File: src/rtl/display_decoder_pkg.sv
// Shared definitions for the multiplexed seven-segment display decoder and encoder:
// FSM state encoding, segment patterns (active-high gfedcba) and bus idle levels.
package display_decoder_pkg;

    typedef enum logic [1:0] {
        ST_SYNC    = 2'd0,
        ST_COLLECT = 2'd1,
        ST_CHECK   = 2'd2
    } dec_state_t;

    localparam logic [6:0] SEG_0     = 7'h3F;
    localparam logic [6:0] SEG_1     = 7'h06;
    localparam logic [6:0] SEG_2     = 7'h5B;
    localparam logic [6:0] SEG_3     = 7'h4F;
    localparam logic [6:0] SEG_4     = 7'h66;
    localparam logic [6:0] SEG_5     = 7'h6D;
    localparam logic [6:0] SEG_6     = 7'h7D;
    localparam logic [6:0] SEG_7     = 7'h07;
    localparam logic [6:0] SEG_8     = 7'h7F;
    localparam logic [6:0] SEG_9     = 7'h6F;
    localparam logic [6:0] SEG_BLANK = 7'h00;

    localparam logic [7:0] SEG_BUS_IDLE = 8'hFF;
    localparam logic [3:0] DIG_IDLE     = 4'hF;

    // Returns {valid, index} for an active-low one-hot digit select.
    function automatic logic [2:0] digit_index(input logic [3:0] dig_n);
        logic [2:0] res;
        case (dig_n)
            4'b1110: res = 3'b100;
            4'b1101: res = 3'b101;
            4'b1011: res = 3'b110;
            4'b0111: res = 3'b111;
            default: res = 3'b000;
        endcase
        return res;
    endfunction

endpackage

File: src/rtl/display_decoder_seg7_to_bcd.sv
// Combinational seven-segment pattern to digit value lookup.
// An all-off pattern is reported as blank with value 0; anything unknown is invalid.
module seg7_to_bcd
    import display_decoder_pkg::*;
(
    input  logic [6:0] pattern,
    output logic [3:0] value,
    output logic       blank,
    output logic       invalid
);

    // Pattern lookup
    always_comb begin
        value   = 4'd0;
        blank   = 1'b0;
        invalid = 1'b0;
        case (pattern)
            SEG_0:     value = 4'd0;
            SEG_1:     value = 4'd1;
            SEG_2:     value = 4'd2;
            SEG_3:     value = 4'd3;
            SEG_4:     value = 4'd4;
            SEG_5:     value = 4'd5;
            SEG_6:     value = 4'd6;
            SEG_7:     value = 4'd7;
            SEG_8:     value = 4'd8;
            SEG_9:     value = 4'd9;
            SEG_BLANK: blank = 1'b1;
            default:   invalid = 1'b1;
        endcase
    end

endmodule

File: src/rtl/display_decoder.sv
// Recovers the time shown on a multiplexed 4-digit clock display by sniffing its
// segment/digit scan bus, debouncing each slot and confirming repeated frames.
module display_decoder
    import display_decoder_pkg::*;
#(
    parameter int STABLE_CYCLES  = 4,
    parameter int CONFIRM_FRAMES = 2,
    parameter int TIMEOUT_CYCLES = 1024
) (
    input  logic       i_Clock,
    input  logic       i_Reset,
    input  logic [7:0] i_Segments,
    input  logic [3:0] i_Digits,
    output logic [1:0] o_Data_Dig1,
    output logic [3:0] o_Data_Dig2,
    output logic [2:0] o_Data_Dig3,
    output logic [3:0] o_Data_Dig4,
    output logic [3:0] o_Blank,
    output logic       o_Dot,
    output logic       o_Frame,
    output logic       o_Error,
    output logic       o_Lost
);

    localparam int SW = $clog2(STABLE_CYCLES + 1);
    localparam int CW = $clog2(CONFIRM_FRAMES + 1);
    localparam int TW = $clog2(TIMEOUT_CYCLES + 1);

    logic [7:0]  seg_meta_r, seg_sync_r;
    logic [3:0]  dig_meta_r, dig_sync_r;
    logic [11:0] sample_s, last_sample_r;
    logic [SW-1:0] stab_cnt_r;
    logic        stable_hit_s;

    logic [6:0]  pattern_s;
    logic [3:0]  dec_value_s;
    logic        dec_blank_s, dec_invalid_s;
    logic [2:0]  dig_sel_s;
    logic [1:0]  dig_idx_s;
    logic        dig_valid_s, gap_s, range_err_s;
    logic        accept_s, err_s, timeout_s;

    dec_state_t     state_r;
    logic [3:0]     mask_r;
    logic [3:0][3:0] frame_val_r;
    logic [3:0]     frame_blank_r, frame_dot_r;
    logic [23:0]    frame_vec_s, prev_frame_r;
    logic [CW-1:0]  match_r, match_next_s;
    logic           confirm_s;
    logic [TW-1:0]  to_cnt_r;

    logic [1:0] data_dig1_r;
    logic [3:0] data_dig2_r;
    logic [2:0] data_dig3_r;
    logic [3:0] data_dig4_r;
    logic [3:0] blank_r;
    logic       dot_r, frame_r, error_r, lost_r;

    // Two-flop synchronizer for the asynchronous scan bus
    always_ff @(posedge i_Clock) begin
        if (i_Reset) begin
            seg_meta_r <= SEG_BUS_IDLE;
            seg_sync_r <= SEG_BUS_IDLE;
            dig_meta_r <= DIG_IDLE;
            dig_sync_r <= DIG_IDLE;
        end else begin
            seg_meta_r <= i_Segments;
            seg_sync_r <= seg_meta_r;
            dig_meta_r <= i_Digits;
            dig_sync_r <= dig_meta_r;
        end
    end

    assign sample_s = {seg_sync_r, dig_sync_r};

    // Stability counter: counts identical samples, saturating so a held slot fires once
    always_ff @(posedge i_Clock) begin
        if (i_Reset) begin
            last_sample_r <= {SEG_BUS_IDLE, DIG_IDLE};
            stab_cnt_r    <= SW'(0);
        end else begin
            last_sample_r <= sample_s;
            if (sample_s != last_sample_r) begin
                stab_cnt_r <= SW'(1);
            end else if (stab_cnt_r != SW'(STABLE_CYCLES)) begin
                stab_cnt_r <= stab_cnt_r + SW'(1);
            end else begin
                stab_cnt_r <= stab_cnt_r;
            end
        end
    end

    assign stable_hit_s = (sample_s == last_sample_r) &&
                          (stab_cnt_r == SW'(STABLE_CYCLES - 1));

    assign pattern_s = ~seg_sync_r[6:0];

    seg7_to_bcd u_seg7_to_bcd (
        .pattern (pattern_s),
        .value   (dec_value_s),
        .blank   (dec_blank_s),
        .invalid (dec_invalid_s)
    );

    assign dig_sel_s   = digit_index(dig_sync_r);
    assign dig_valid_s = dig_sel_s[2];
    assign dig_idx_s   = dig_sel_s[1:0];
    assign gap_s       = (dig_sync_r == DIG_IDLE);
    assign range_err_s = ((dig_idx_s == 2'd0) && (dec_value_s > 4'd3)) ||
                         ((dig_idx_s == 2'd2) && (dec_value_s > 4'd7));

    // Slot classification: a stable non-gap sample is either accepted or flagged
    always_comb begin
        accept_s = 1'b0;
        err_s    = 1'b0;
        if (stable_hit_s && !gap_s) begin
            if (!dig_valid_s || dec_invalid_s || range_err_s) begin
                err_s = 1'b1;
            end else begin
                accept_s = 1'b1;
            end
        end else begin
            accept_s = 1'b0;
            err_s    = 1'b0;
        end
    end

    assign frame_vec_s = {frame_val_r, frame_blank_r, frame_dot_r};
    assign timeout_s   = !accept_s && (to_cnt_r == TW'(TIMEOUT_CYCLES - 1));

    // Frame match counting, saturating at the confirmation threshold
    always_comb begin
        match_next_s = CW'(1);
        if (frame_vec_s == prev_frame_r) begin
            if (match_r == CW'(CONFIRM_FRAMES)) begin
                match_next_s = match_r;
            end else begin
                match_next_s = match_r + CW'(1);
            end
        end else begin
            match_next_s = CW'(1);
        end
    end

    assign confirm_s = (match_next_s == CW'(CONFIRM_FRAMES));

    // Frame assembly FSM with timeout supervision and registered outputs
    always_ff @(posedge i_Clock) begin
        if (i_Reset) begin
            state_r       <= ST_SYNC;
            mask_r        <= 4'b0000;
            frame_val_r   <= '0;
            frame_blank_r <= 4'b0000;
            frame_dot_r   <= 4'b0000;
            prev_frame_r  <= 24'd0;
            match_r       <= CW'(0);
            to_cnt_r      <= TW'(0);
            data_dig1_r   <= 2'd0;
            data_dig2_r   <= 4'd0;
            data_dig3_r   <= 3'd0;
            data_dig4_r   <= 4'd0;
            blank_r       <= 4'b0000;
            dot_r         <= 1'b0;
            frame_r       <= 1'b0;
            error_r       <= 1'b0;
            lost_r        <= 1'b1;
        end else begin
            frame_r <= 1'b0;
            error_r <= err_s;

            if (accept_s || timeout_s) begin
                to_cnt_r <= TW'(0);
            end else begin
                to_cnt_r <= to_cnt_r + TW'(1);
            end

            if (accept_s && ((state_r == ST_COLLECT) ||
                             ((state_r == ST_SYNC) && (dig_idx_s == 2'd0)))) begin
                frame_val_r[dig_idx_s]   <= dec_value_s;
                frame_blank_r[dig_idx_s] <= dec_blank_s;
                frame_dot_r[dig_idx_s]   <= ~seg_sync_r[7];
            end

            if (timeout_s) begin
                lost_r  <= 1'b1;
                mask_r  <= 4'b0000;
                match_r <= CW'(0);
                state_r <= ST_SYNC;
            end else begin
                case (state_r)
                    ST_SYNC: begin
                        if (accept_s && (dig_idx_s == 2'd0)) begin
                            mask_r  <= 4'b0001;
                            state_r <= ST_COLLECT;
                        end
                    end
                    ST_COLLECT: begin
                        if (accept_s) begin
                            if (dig_idx_s == 2'd0) begin
                                mask_r <= 4'b0001;
                            end else begin
                                mask_r <= mask_r | (4'b0001 << dig_idx_s);
                                if ((mask_r | (4'b0001 << dig_idx_s)) == 4'b1111) begin
                                    state_r <= ST_CHECK;
                                end
                            end
                        end
                    end
                    ST_CHECK: begin
                        prev_frame_r <= frame_vec_s;
                        match_r      <= match_next_s;
                        mask_r       <= 4'b0000;
                        state_r      <= ST_COLLECT;
                        if (confirm_s) begin
                            data_dig1_r <= frame_val_r[0][1:0];
                            data_dig2_r <= frame_val_r[1];
                            data_dig3_r <= frame_val_r[2][2:0];
                            data_dig4_r <= frame_val_r[3];
                            blank_r     <= frame_blank_r;
                            dot_r       <= |frame_dot_r;
                            frame_r     <= 1'b1;
                            lost_r      <= 1'b0;
                        end
                    end
                    default: begin
                        mask_r  <= 4'b0000;
                        state_r <= ST_SYNC;
                    end
                endcase
            end
        end
    end

    assign o_Data_Dig1 = data_dig1_r;
    assign o_Data_Dig2 = data_dig2_r;
    assign o_Data_Dig3 = data_dig3_r;
    assign o_Data_Dig4 = data_dig4_r;
    assign o_Blank     = blank_r;
    assign o_Dot       = dot_r;
    assign o_Frame     = frame_r;
    assign o_Error     = error_r;
    assign o_Lost      = lost_r;

endmodule

File: config.mk
export PLATFORM = sky130hd
export DESIGN_NAME = display_decoder
export DESIGN_NICKNAME = d
export VERILOG_FILES = /design/src/rtl/display_decoder_pkg.sv /design/src/rtl/display_decoder_seg7_to_bcd.sv /design/src/rtl/display_decoder.sv
export SDC_FILE = /design/constraint.sdc
export NUM_CORES = 1
export LEC_CHECK = 0
export BUFFER_PORTS_ARGS = -buffer_cell sky130_fd_sc_hd__buf_4
export CORE_ASPECT_RATIO = 1.4
export CORE_MARGIN = 4
export CORE_UTILIZATION = 50
export DETAILED_ROUTE_END_ITERATION = 7
export GPL_ROUTABILITY_DRIVEN = 0
export MAX_ROUTING_LAYER = met4
export PLACE_DENSITY = 0.72
export SLEW_MARGIN = 20
export SYNTH_ARGS = -nofsm -noshare
export SYNTH_HDL_FRONTEND = slang
export SYNTH_SLANG_ARGS = --single-unit
File: constraint.sdc
create_clock -name i_Clock -period 4.61 [get_ports i_Clock]
set_clock_uncertainty 0.05 [all_clocks]
set_input_delay 0.461 -clock i_Clock [delete_from_list [all_inputs] [get_ports i_Clock]]
set_output_delay 0.461 -clock i_Clock [all_outputs]
set_load 0.02 [all_outputs]
==> metrics.yaml <==
tightest_slew_ns: 0.908
antenna_left: 0
grt_max_degree: 63
cp.required_ns: 4.90
startpoint_type: "flip-flop"
dieArea_um2: 12800
ctsLongestPathBuffers: 2
vias_per_cell: 5.51
antenna_found_initial: 0
numClockSinks: 127
cts_resized: 0
synth-simple-area-share_pct: 21.7
avgSynthCellArea_um2: 9.60
cp_max_fo: 18
core-area_um2: 10800
outcome: "finished, final reports clean"
irDropWorstVdd_uv: 276
synth_seq_cells: 127
nFillCells: 942
die_y_um: 132
wl_per_cell_um: 15.7
hold_violations: 0
ys_types: 63
synth_flop_cell: "dfxtp_1"
synth_top_family_by_area: "simple AND/OR/NAND/NOR gates"
track_usage_pct: 19.8
wirelength_um: 11600
ioPinCount: 35
hold_buffers: 0
fmax_mhz: 318
synth_compound_area_share_pct: 10.3
synth_warnings: 0
cp_data_arrival_time_ns: 3.43
vias: 4082
yosysSeqAreaShare_pct: 46.3
die_x_um: 96.6
synth_fa_ha_area_share_pct: 1.14
cts_tree: "yes"
initial_core_util_pct: 50.8
cp_slowest_stage_delay_ns: 0.72
crit_type: "reg -> reg"
areaGrowthSynthToFinish_pct: 15.0
setup_viol: 0
max_cap_violations: 0
grt_overflow: 0
multi_input_area_um2: 2690
grt_pass1_vias: 4001
htreeDepth: 4
drtIter0Drc: 186
final-seq-area_um2: 2540
cp_cell_sequence: "and4b_1 > o21a_1 > o22ai_2 > and4_1 > o211a_1 > mux2i_1"
power.leakage_nw: 2.63
synth.area.mux_share_pct: 7.29
dp_hpwl_um: 7890
slew-limit-headroom_pct: 39.4
cts_root_buf: "clkbuf_16"
hold_path_class: "in -> reg"
worst_path_max_delay_cell: "and4_1"
power.density_nw_per_um2: 392
synth_fp_nets: 591
antennaDiodeCount: 0
slew_viol_final: 0
numCtsBuffers: 17
rsz0062_at_grt: "no"
clk_latency_ns: 0.41
cp-end-kind: "flip-flop"
syn-cell-area_um2: 5490
hold_slack_ns: 0.174
synth_xor_area_share_pct: 8.40
synth_cells: 572
first_pass_iters: 4
layout-drive-gt1-share_pct: 20.0
min_period_ns: 3.14
drc: 0
tns_ns: 0
cts_setup_buffers: 0
num_rows: 45
synth_edf_count: 0
layout.nets: 606
portBuffers: 34
async_reset_ff_share_pct: 0
grt_pass1_wl_um: 19200
clk_pin_slew_ns: 0.06
post-route-period-util_pct: 68.2
==> Yosys cell counts (2+ instances only) <==
| cell type | n | area share, % |
|---|---|---|
| dfxtp_1 | 127 | 46 |
| nand2_1 | 57 | 3.9 |
| mux2i_1 | 40 | 7.3 |
| or2_2 | 32 | 3.6 |
| xor2_1 | 32 | 5.1 |
| a21oi_1 | 31 | 2.8 |
| nand3_1 | 31 | 2.8 |
| clkbuf_1 | 27 | 1.8 |
| o211ai_1 | 24 | 3.3 |
| nor2_1 | 21 | 1.4 |
| nand4_1 | 14 | 1.6 |
| inv_1 | 12 | 0.82 |
| nor4_1 | 12 | 1.4 |
| xnor2_1 | 12 | 1.9 |
| and3_1 | 8 | 0.91 |
| buf_2 | 8 | 0.73 |
| buf_6 | 5 | 1.0 |
| ha_1 | 5 | 1.1 |
| o21ai_0 | 5 | 0.46 |
| nand2b_1 | 4 | 0.46 |
| a211oi_1 | 3 | 0.41 |
| and4_1 | 3 | 0.48 |
| buf_4 | 3 | 0.41 |
| nor3_1 | 3 | 0.27 |
| o21ai_1 | 3 | 0.27 |
| xnor2_2 | 3 | 0.89 |
| a2111oi_0 | 2 | 0.32 |
| and3b_1 | 2 | 0.32 |
| and4b_1 | 2 | 0.36 |
| nand4b_1 | 2 | 0.32 |
| nor2b_1 | 2 | 0.23 |
| nor4b_1 | 2 | 0.32 |
| o211a_1 | 2 | 0.36 |
| o21a_1 | 2 | 0.27 |
| o31ai_1 | 2 | 0.27 |
| or2_1 | 2 | 0.23 |
==> cell type report <==
class / count / area share (%)
clock inverters: 13 / 1.80
well taps: 141 / 2.79
inverters: 13 / 0.772
repair buffers: 39 / 4.63
multi-input cells: 389 / 42.6
clock buffers: 19 / 7.17
flip-flops and latches: 127 / 40.2
==> logic make-up (layout without fill, tap and decap cells) <==
| family | count (synthesis) | in the layout |
|---|---|---|
| buffers and inverters | 56 | 84 |
| DFF | 127 | 127 |
| and+or+nand+nor | 211 | 211 |
| AOI/OAI and AO/OA | 85 | 85 |
| xor gates and xnor gates | 48 | 48 |
| muxes | 40 | 40 |
| adders and majority gates | 5 | 5 |
==> layout by cell type (no fill, tap or decap), drive strengths merged, types with 3 or more instances in the layout <==
master  netlist  final
nand4        16     16
or2          34     34
inv          13     15
xor2         32     32
dfxtp       127    127
a211oi        3      3
nor2         21     21
o21ai         8      8
nand3        31     31
nand2b        4      4
nor3          4      4
a21oi        31     31
o211ai       25     25
clkbuf       27     19
and3          8      8
clkinv        0      8
nor4b         3      3
buf          16     39
mux2i        40     40
and4          3      3
ha            5      5
nor4         13     13
xnor2        16     16
nand2        57     57
==> routing by layer <==
metal / global-route usage [%] / share of wire (%) / wire length [um]
met1: 21.6 / 39 / 4570
met2: 33.4 / 53 / 6130
met3: 4.63 / 3.9 / 458
met4: 8.97 / 3.9 / 452
met5: - / 0 / 0
==> critical path, delay by kind of cell (launching register included) <==
| family | cells | cell delay [ns] |
|---|---|---|
| AO/OA/AOI/OAI | 3 | 1.10 |
| AND/OR/NAND/NOR | 2 | 1.00 |
| flip-flops | 1 | 0.65 |
| multiplexers | 1 | 0.26 |
==> path summary, 6_finish.rpt <==
| kind | cells past startpoint | start | slack, ns | end |
|---|---|---|---|---|
| setup / recovery | 6 | seg_sync_r[1]$_SDFF_PP1_ | 1.47 | o_Data_Dig4[0]$_SDFFE_PP0P_ |
| hold / removal | 2 | i_Segments[0] | 0.17 | seg_meta_r[0]$_SDFF_PP1_ |
| setup reg to reg | 6 | seg_sync_r[1]$_SDFF_PP1_ | 1.47 | o_Data_Dig4[0]$_SDFFE_PP0P_ |
| hold reg to reg | 1 | seg_meta_r[3]$_SDFF_PP1_ | 0.35 | seg_sync_r[3]$_SDFF_PP1_ |
==> power by group <==
| group | leakage [nW] | total [mW] | switching, mW | internal, mW |
|---|---|---|---|---|
| combinational | 1.32 | 0.0884 | 0.0508 | 0.0376 |
| clock | 0.279 | 1.25 | 0.486 | 0.769 |
| sequential | 1.03 | 1.13 | 0.0177 | 1.11 |
| total | 2.63 | 2.47 | 0.554 | 1.92 |
==> flip-flops by register name (all words and copies together), names as in the netlist, 8 cells and up <==
signal and cells:
frame_val_r 16, last_sample_r 12, prev_frame_r 24, seg_meta_r 8
seg_sync_r 8, to_cnt_r 11
==> stage by stage <==
stage / cell area [um^2] / instances / worst slack, ns / power (mW) / utilization, %
6_report: 6320 / 741 / 1.47 / 2.47 / 58.4
5_1_grt: 6320 / 741 / 1.21 / 2.55 / 58.4
4_1_cts: 6320 / 741 / 1.46 / 2.49 / 58.4
3_5_place_dp: 5750 / 709 / 1.50 / 1.24 / 53.2
3_3_place_gp: 5750 / 709 / 1.57 / 1.24 / 53.2
2_1_floorplan: 5490 / 572 / 2.35 / 1.22 / -
(Power assumes the default switching activity.)
